## src/rtl/controller.sv

```systemverilog
// Multicycle control unit for the 8-bit MIPS-subset core: a Moore FSM sequencing
// fetch/decode/execute plus a combinational ALU decoder.
module controller (
  input  logic       clk,
  input  logic       reset,
  input  logic [5:0] op,
  input  logic [5:0] funct,
  input  logic       zero,
  output logic       memread,
  output logic       memwrite,
  output logic       alusrca,
  output logic       memtoreg,
  output logic       iord,
  output logic       pcen,
  output logic       regwrite,
  output logic       regdst,
  output logic [1:0] pcsrc,
  output logic [1:0] alusrcb,
  output logic [2:0] alucontrol,
  output logic [3:0] irwrite
);

  localparam logic [3:0] FETCH1  = 4'd0;
  localparam logic [3:0] FETCH2  = 4'd1;
  localparam logic [3:0] FETCH3  = 4'd2;
  localparam logic [3:0] FETCH4  = 4'd3;
  localparam logic [3:0] DECODE  = 4'd4;
  localparam logic [3:0] MEMADR  = 4'd5;
  localparam logic [3:0] LBRD    = 4'd6;
  localparam logic [3:0] LBWR    = 4'd7;
  localparam logic [3:0] SBWR    = 4'd8;
  localparam logic [3:0] RTYPEEX = 4'd9;
  localparam logic [3:0] RTYPEWR = 4'd10;
  localparam logic [3:0] BEQEX   = 4'd11;
  localparam logic [3:0] JEX     = 4'd12;
  localparam logic [3:0] ADDIEX  = 4'd13;
  localparam logic [3:0] ADDIWR  = 4'd14;

  localparam logic [5:0] OpLb    = 6'b100000;
  localparam logic [5:0] OpSb    = 6'b101000;
  localparam logic [5:0] OpRtype = 6'b000000;
  localparam logic [5:0] OpBeq   = 6'b000100;
  localparam logic [5:0] OpJ     = 6'b000010;
  localparam logic [5:0] OpAddi  = 6'b001000;

  logic [3:0] state_q, state_d;
  logic       pcwrite, branch;
  logic [1:0] aluop;

  always_ff @(posedge clk or negedge reset) begin
    if (!reset) state_q <= FETCH1;
    else        state_q <= state_d;
  end

  always_comb begin
    state_d = FETCH1;
    case (state_q)
      FETCH1:  state_d = FETCH2;
      FETCH2:  state_d = FETCH3;
      FETCH3:  state_d = FETCH4;
      FETCH4:  state_d = DECODE;
      DECODE: begin
        case (op)
          OpLb, OpSb: state_d = MEMADR;
          OpRtype:    state_d = RTYPEEX;
          OpBeq:      state_d = BEQEX;
          OpJ:        state_d = JEX;
          OpAddi:     state_d = ADDIEX;
          default:    state_d = FETCH1;
        endcase
      end
      MEMADR:  state_d = (op == OpLb) ? LBRD : SBWR;
      LBRD:    state_d = LBWR;
      RTYPEEX: state_d = RTYPEWR;
      ADDIEX:  state_d = ADDIWR;
      default: state_d = FETCH1;
    endcase
  end

  always_comb begin
    memread  = 1'b0;
    memwrite = 1'b0;
    alusrca  = 1'b0;
    memtoreg = 1'b0;
    iord     = 1'b0;
    regwrite = 1'b0;
    regdst   = 1'b0;
    pcsrc    = 2'b00;
    alusrcb  = 2'b00;
    irwrite  = 4'b0000;
    pcwrite  = 1'b0;
    branch   = 1'b0;
    aluop    = 2'b00;
    case (state_q)
      FETCH1, FETCH2, FETCH3, FETCH4: begin
        memread = 1'b1;
        irwrite = 4'b0001 << state_q[1:0];
        alusrcb = 2'b01;
        pcwrite = 1'b1;
      end
      DECODE:  alusrcb = 2'b11;
      MEMADR: begin
        alusrca = 1'b1;
        alusrcb = 2'b10;
      end
      LBRD: begin
        memread = 1'b1;
        iord    = 1'b1;
      end
      LBWR: begin
        regwrite = 1'b1;
        memtoreg = 1'b1;
      end
      SBWR: begin
        memwrite = 1'b1;
        iord     = 1'b1;
      end
      RTYPEEX: begin
        alusrca = 1'b1;
        aluop   = 2'b10;
      end
      RTYPEWR: begin
        regdst   = 1'b1;
        regwrite = 1'b1;
      end
      BEQEX: begin
        alusrca = 1'b1;
        aluop   = 2'b01;
        branch  = 1'b1;
        pcsrc   = 2'b01;
      end
      JEX: begin
        pcwrite = 1'b1;
        pcsrc   = 2'b10;
      end
      ADDIEX: begin
        alusrca = 1'b1;
        alusrcb = 2'b10;
      end
      ADDIWR:  regwrite = 1'b1;
      default: ;
    endcase
  end

  // zero is used unregistered so a taken branch loads the PC in BEQEX itself
  assign pcen = pcwrite | (branch & zero);

  always_comb begin
    alucontrol = 3'b010;
    case (aluop)
      2'b01: alucontrol = 3'b110;
      2'b10: begin
        case (funct)
          6'b100010: alucontrol = 3'b110;
          6'b100100: alucontrol = 3'b000;
          6'b100101: alucontrol = 3'b001;
          6'b101010: alucontrol = 3'b111;
          default:   alucontrol = 3'b010;
        endcase
      end
      default: alucontrol = 3'b010;
    endcase
  end

endmodule

```

## config.mk

```make
export PLATFORM = sky130hd
export DESIGN_NAME = controller
export DESIGN_NICKNAME = d
export VERILOG_FILES = /design/src/rtl/controller.sv
export SDC_FILE = /design/constraint.sdc
export NUM_CORES = 1
export LEC_CHECK = 0
export ABC_CLOCK_PERIOD_IN_PS = 4600
export BUFFER_PORTS_ARGS = -buffer_cell sky130_fd_sc_hd__buf_2
export CAP_MARGIN = 20
export CORE_AREA = 2 2 39 41
export CTS_CLUSTER_SIZE = 16
export DETAILED_ROUTE_END_ITERATION = 6
export DIE_AREA = 0 0 41 43
export PLACE_DENSITY = 0.76
export SETUP_SLACK_MARGIN = 0.5
export SYNTH_ARGS = -nofsm -noshare
export SYNTH_HDL_FRONTEND = slang
export SYNTH_SLANG_ARGS = --single-unit
```

## constraint.sdc

```tcl
create_clock -name clk -period 4.6 [get_ports clk]
set_input_delay 0.46 -clock clk [delete_from_list [all_inputs] [get_ports clk]]
set_output_delay 0.46 -clock clk [all_outputs]
set_load 0.05 [all_outputs]
```

==> impl_metrics.env <==
export IMPL_worst_hold_slack_ns=0.0250
export IMPL_via_count_of_the_first_global_routing_pass=559
export IMPL_area_delta_synth_final_pct=35.8
export IMPL_avgRoutedWirePerCell_um=10.6
export IMPL_final_min_period_over_clock_period_pct=57.4
export IMPL_worst_setup_path_endpoint="alucontrol[2]"
export IMPL_worst_path_dominant_cell_family="simple AND/OR/NAND/NOR gates"
export IMPL_path_class="flop to primary output"
export IMPL_post_layout_nonfiller_instances=127
export IMPL_worst_ep_required_time_ns=4.14
export IMPL_cts_sinks=4
export IMPL_io_pins=34
export IMPL_detailedRoute_firstIterationViolations=12
export IMPL_timing_critical_path_to_type="primary output"
export IMPL_drt_pass1_iterations=2
export IMPL_crit_arrival_ns=2.18
export IMPL_synth_area_um2=531
export IMPL_num_rows=14
export IMPL_maxSlewHeadroom_pct=63.7
export IMPL_cp_start_kind="flop"
export IMPL_floorplan_die_area_um2=1760
export IMPL_postCtsSetupBuffers=0
export IMPL_grt_pass1_wl_um=2170
export IMPL_cellPowerDensity_nw_per_um2=657
export IMPL_largest_register="state_q"
export IMPL_die_w_um=41
export IMPL_clkTransAtPathRegs_ns=0.04
export IMPL_largest_reg_flops=4
export IMPL_grt_remaining_overflow=0
export IMPL_worst_slew_pin_transition_ns=0.541
export IMPL_syn_inst=79
export IMPL_grt_usage_pct=17.4
export IMPL_path_depth=8
export IMPL_slowest_stage="sky130_fd_sc_hd__dfrtp_1"
export IMPL_clock_root_buffer="sky130_fd_sc_hd__clkbuf_4"
export IMPL_tritoncts="built"
export IMPL_outcome="finished, final reports clean"
export IMPL_finalClockSkew_ns=0.00335
export IMPL_post_synth_cell_area_avg_um2=6.72
export IMPL_worstReg2RegStart="state_q[3]"
export IMPL_layout_drive_gt1_share_pct=35.1
export IMPL_hpwl_um=1090
export IMPL_ctsResizeCount=0
export IMPL_via_per_inst=5.37
export IMPL_length_in_cells_of_the_worst_reg_to_reg_path=4
export IMPL_drv_cap=0
export IMPL_clock_latency_ns=0.23
export IMPL_net_total_in_the_final_layout=131
export IMPL_type_of_the_worst_min_delay_path="input port to asynchronous set/reset pin"
export IMPL_startpoint="state_q[1]"
export IMPL_cts_root_to_sink_buffers=2
export IMPL_route_detailed_drc=0
export IMPL_die_h_um=43
export IMPL_reg_largest_list="state_q: 4 flops"
export IMPL_ys_types=29
export IMPL_synth_top_cells_by_area="sky130_fd_sc_hd__dfrtp_1, sky130_fd_sc_hd__ha_1, sky130_fd_sc_hd__a21oi_1"
export IMPL_hold_violations=0
export IMPL_crit_path_max_fanout=13
export IMPL_globalplace_congestion=0.789
export IMPL_initial_utilization_pct=38.3
export IMPL_postRouteWirelength_um=1340
export IMPL_tns_ns=0
export IMPL_htree_levels=1
export IMPL_number_of_warnings_issued_by_yosys=0
export IMPL_layout_common_cells="sky130_fd_sc_hd__buf_2, sky130_fd_sc_hd__nor2_1, sky130_fd_sc_hd__nor3_1, sky130_fd_sc_hd__a21oi_1, sky130_fd_sc_hd__nand2_1"
export IMPL_ys_seq_elements=4
export IMPL_layout_commonest_cell="sky130_fd_sc_hd__buf_2"
export IMPL_port_buffers=33
export IMPL_grt_antenna_before_repair=0
export IMPL_worst_path_largest_cell_delay_ns=0.50
export IMPL_worstReg2RegEnd="state_q[3]"
export IMPL_ys_seq_area_share_pct=18.9
export IMPL_via_count=682
export IMPL_vdd_drop_max_v=0.000347
export IMPL_antenna_cells=0
export IMPL_placed_cell_count=124
export IMPL_core_box_area_um2=1380
export IMPL_total_leakage_power_nw=0.364
export IMPL_max_freq_mhz=379
export IMPL_yosysTopAreaCell="sky130_fd_sc_hd__dfrtp_1"
export IMPL_period_minus_slack_ns=2.64
export IMPL_critPathBufInv=2
export IMPL_final_core_util_pct=52.1
export IMPL_cts_hold_buffers=0
export IMPL_synth_largest_type_area_fraction_pct=18.9
export IMPL_maximum_number_of_pins_on_one_net_before_global_route_repair=17
export IMPL_antenna_left=0
export IMPL_worst_r2r_setup_slack_ns=3.06
export IMPL_rsz0062_at_grt="no"
export IMPL_cts_buffers=3
export IMPL_slew_limit_fails=0
export IMPL_synth_net_count=97
export IMPL_setup_viol=0
export IMPL_timing_critical_path_cells="nand2b_1 -> or2_2 -> inv_1 -> ha_1 -> and3b_1 -> a21oi_1 -> nor2b_1 -> buf_2"
final cells by class:
class / instances / area [um2]
inverters: 4 / 15.0
clock buffers: 3 / 22.5
flip-flops and latches: 4 / 100
well taps: 16 / 20.0
fillers: 138 / 663
repair buffers: 33 / 165
multi-input cells: 67 / 398
cell usage after synthesis, drive strengths merged:
master / instances
a21o: 1
a21oi: 7
a22oi: 1
a31oi: 3
a41oi: 1
and2b: 1
and3: 1
and3b: 1
buf: 2
clkbuf: 2
dfrtp: 4
ha: 3
inv: 4
nand2: 6
nand2b: 3
nand3: 2
nand3b: 2
nor2: 9
nor2b: 3
nor3: 7
nor3b: 2
nor4: 1
o21ai: 4
o22ai: 1
o2bb2ai: 1
o32ai: 2
or2: 3
or3: 1
or4: 1
worst reg2reg max path, delay by kind of cell, from the launching register on:
family / cells / cell delay (ns)
and+or+nand+nor: 3 / 0.81
DFF: 1 / 0.51
AOI/OAI and AO/OA: 1 / 0.13
through the flow:
step / total power [mW] / setup WS [ns] / instance area [um2]
6_report: 0.473 / 1.96 / 721
5_1_grt: 0.506 / 1.73 / 721
4_1_cts: 0.476 / 1.94 / 721
3_5_place_dp: 0.431 / 2.19 / 698
3_3_place_gp: 0.428 / 2.27 / 698
2_1_floorplan: 0.363 / 1.91 / 531
power breakdown:
part | leakage (nW) | internal, mW | total [mW] | switching (mW)
clock network | 0.0138 | 0.0291 | 0.0421 | 0.0130
logic | 0.299 | 0.0903 | 0.336 | 0.246
registers | 0.0511 | 0.0493 | 0.0952 | 0.0459
layer usage:
metal / track usage (%) / up-vias / part of all wire, %
li1: - / 355 / -
met1: 20.6 / 305 / 44
met2: 29.4 / 22 / 48
met3: 4.71 / 0 / 7.5
met4: 4.00 / 0 / 0
met5: 0 / - / 0
how the worst min path moves through the flow:
stage               startpoint          to  slack (ns)  cells past startpoint
global placement         reset  state_q[0]        0.27                      1
global route             reset  state_q[0]        0.02                      1
detailed placement       reset  state_q[1]        0.27                      1
CTS                      reset  state_q[1]        0.02                      1
finish                   reset  state_q[1]        0.02                      1
floorplan                reset  state_q[0]        0.16                      0
kinds of logic after synthesis:
group	count (synthesis)	share of synthesized area, %
buffers and inverters	8	6.13
AO/OA/AOI/OAI	21	24.5
adder cells (fa/ha/maj)	3	7.08
flip-flops	4	18.9
AND/OR/NAND/NOR	43	43.4
Note: power is estimated with default switching activity, not from simulation.
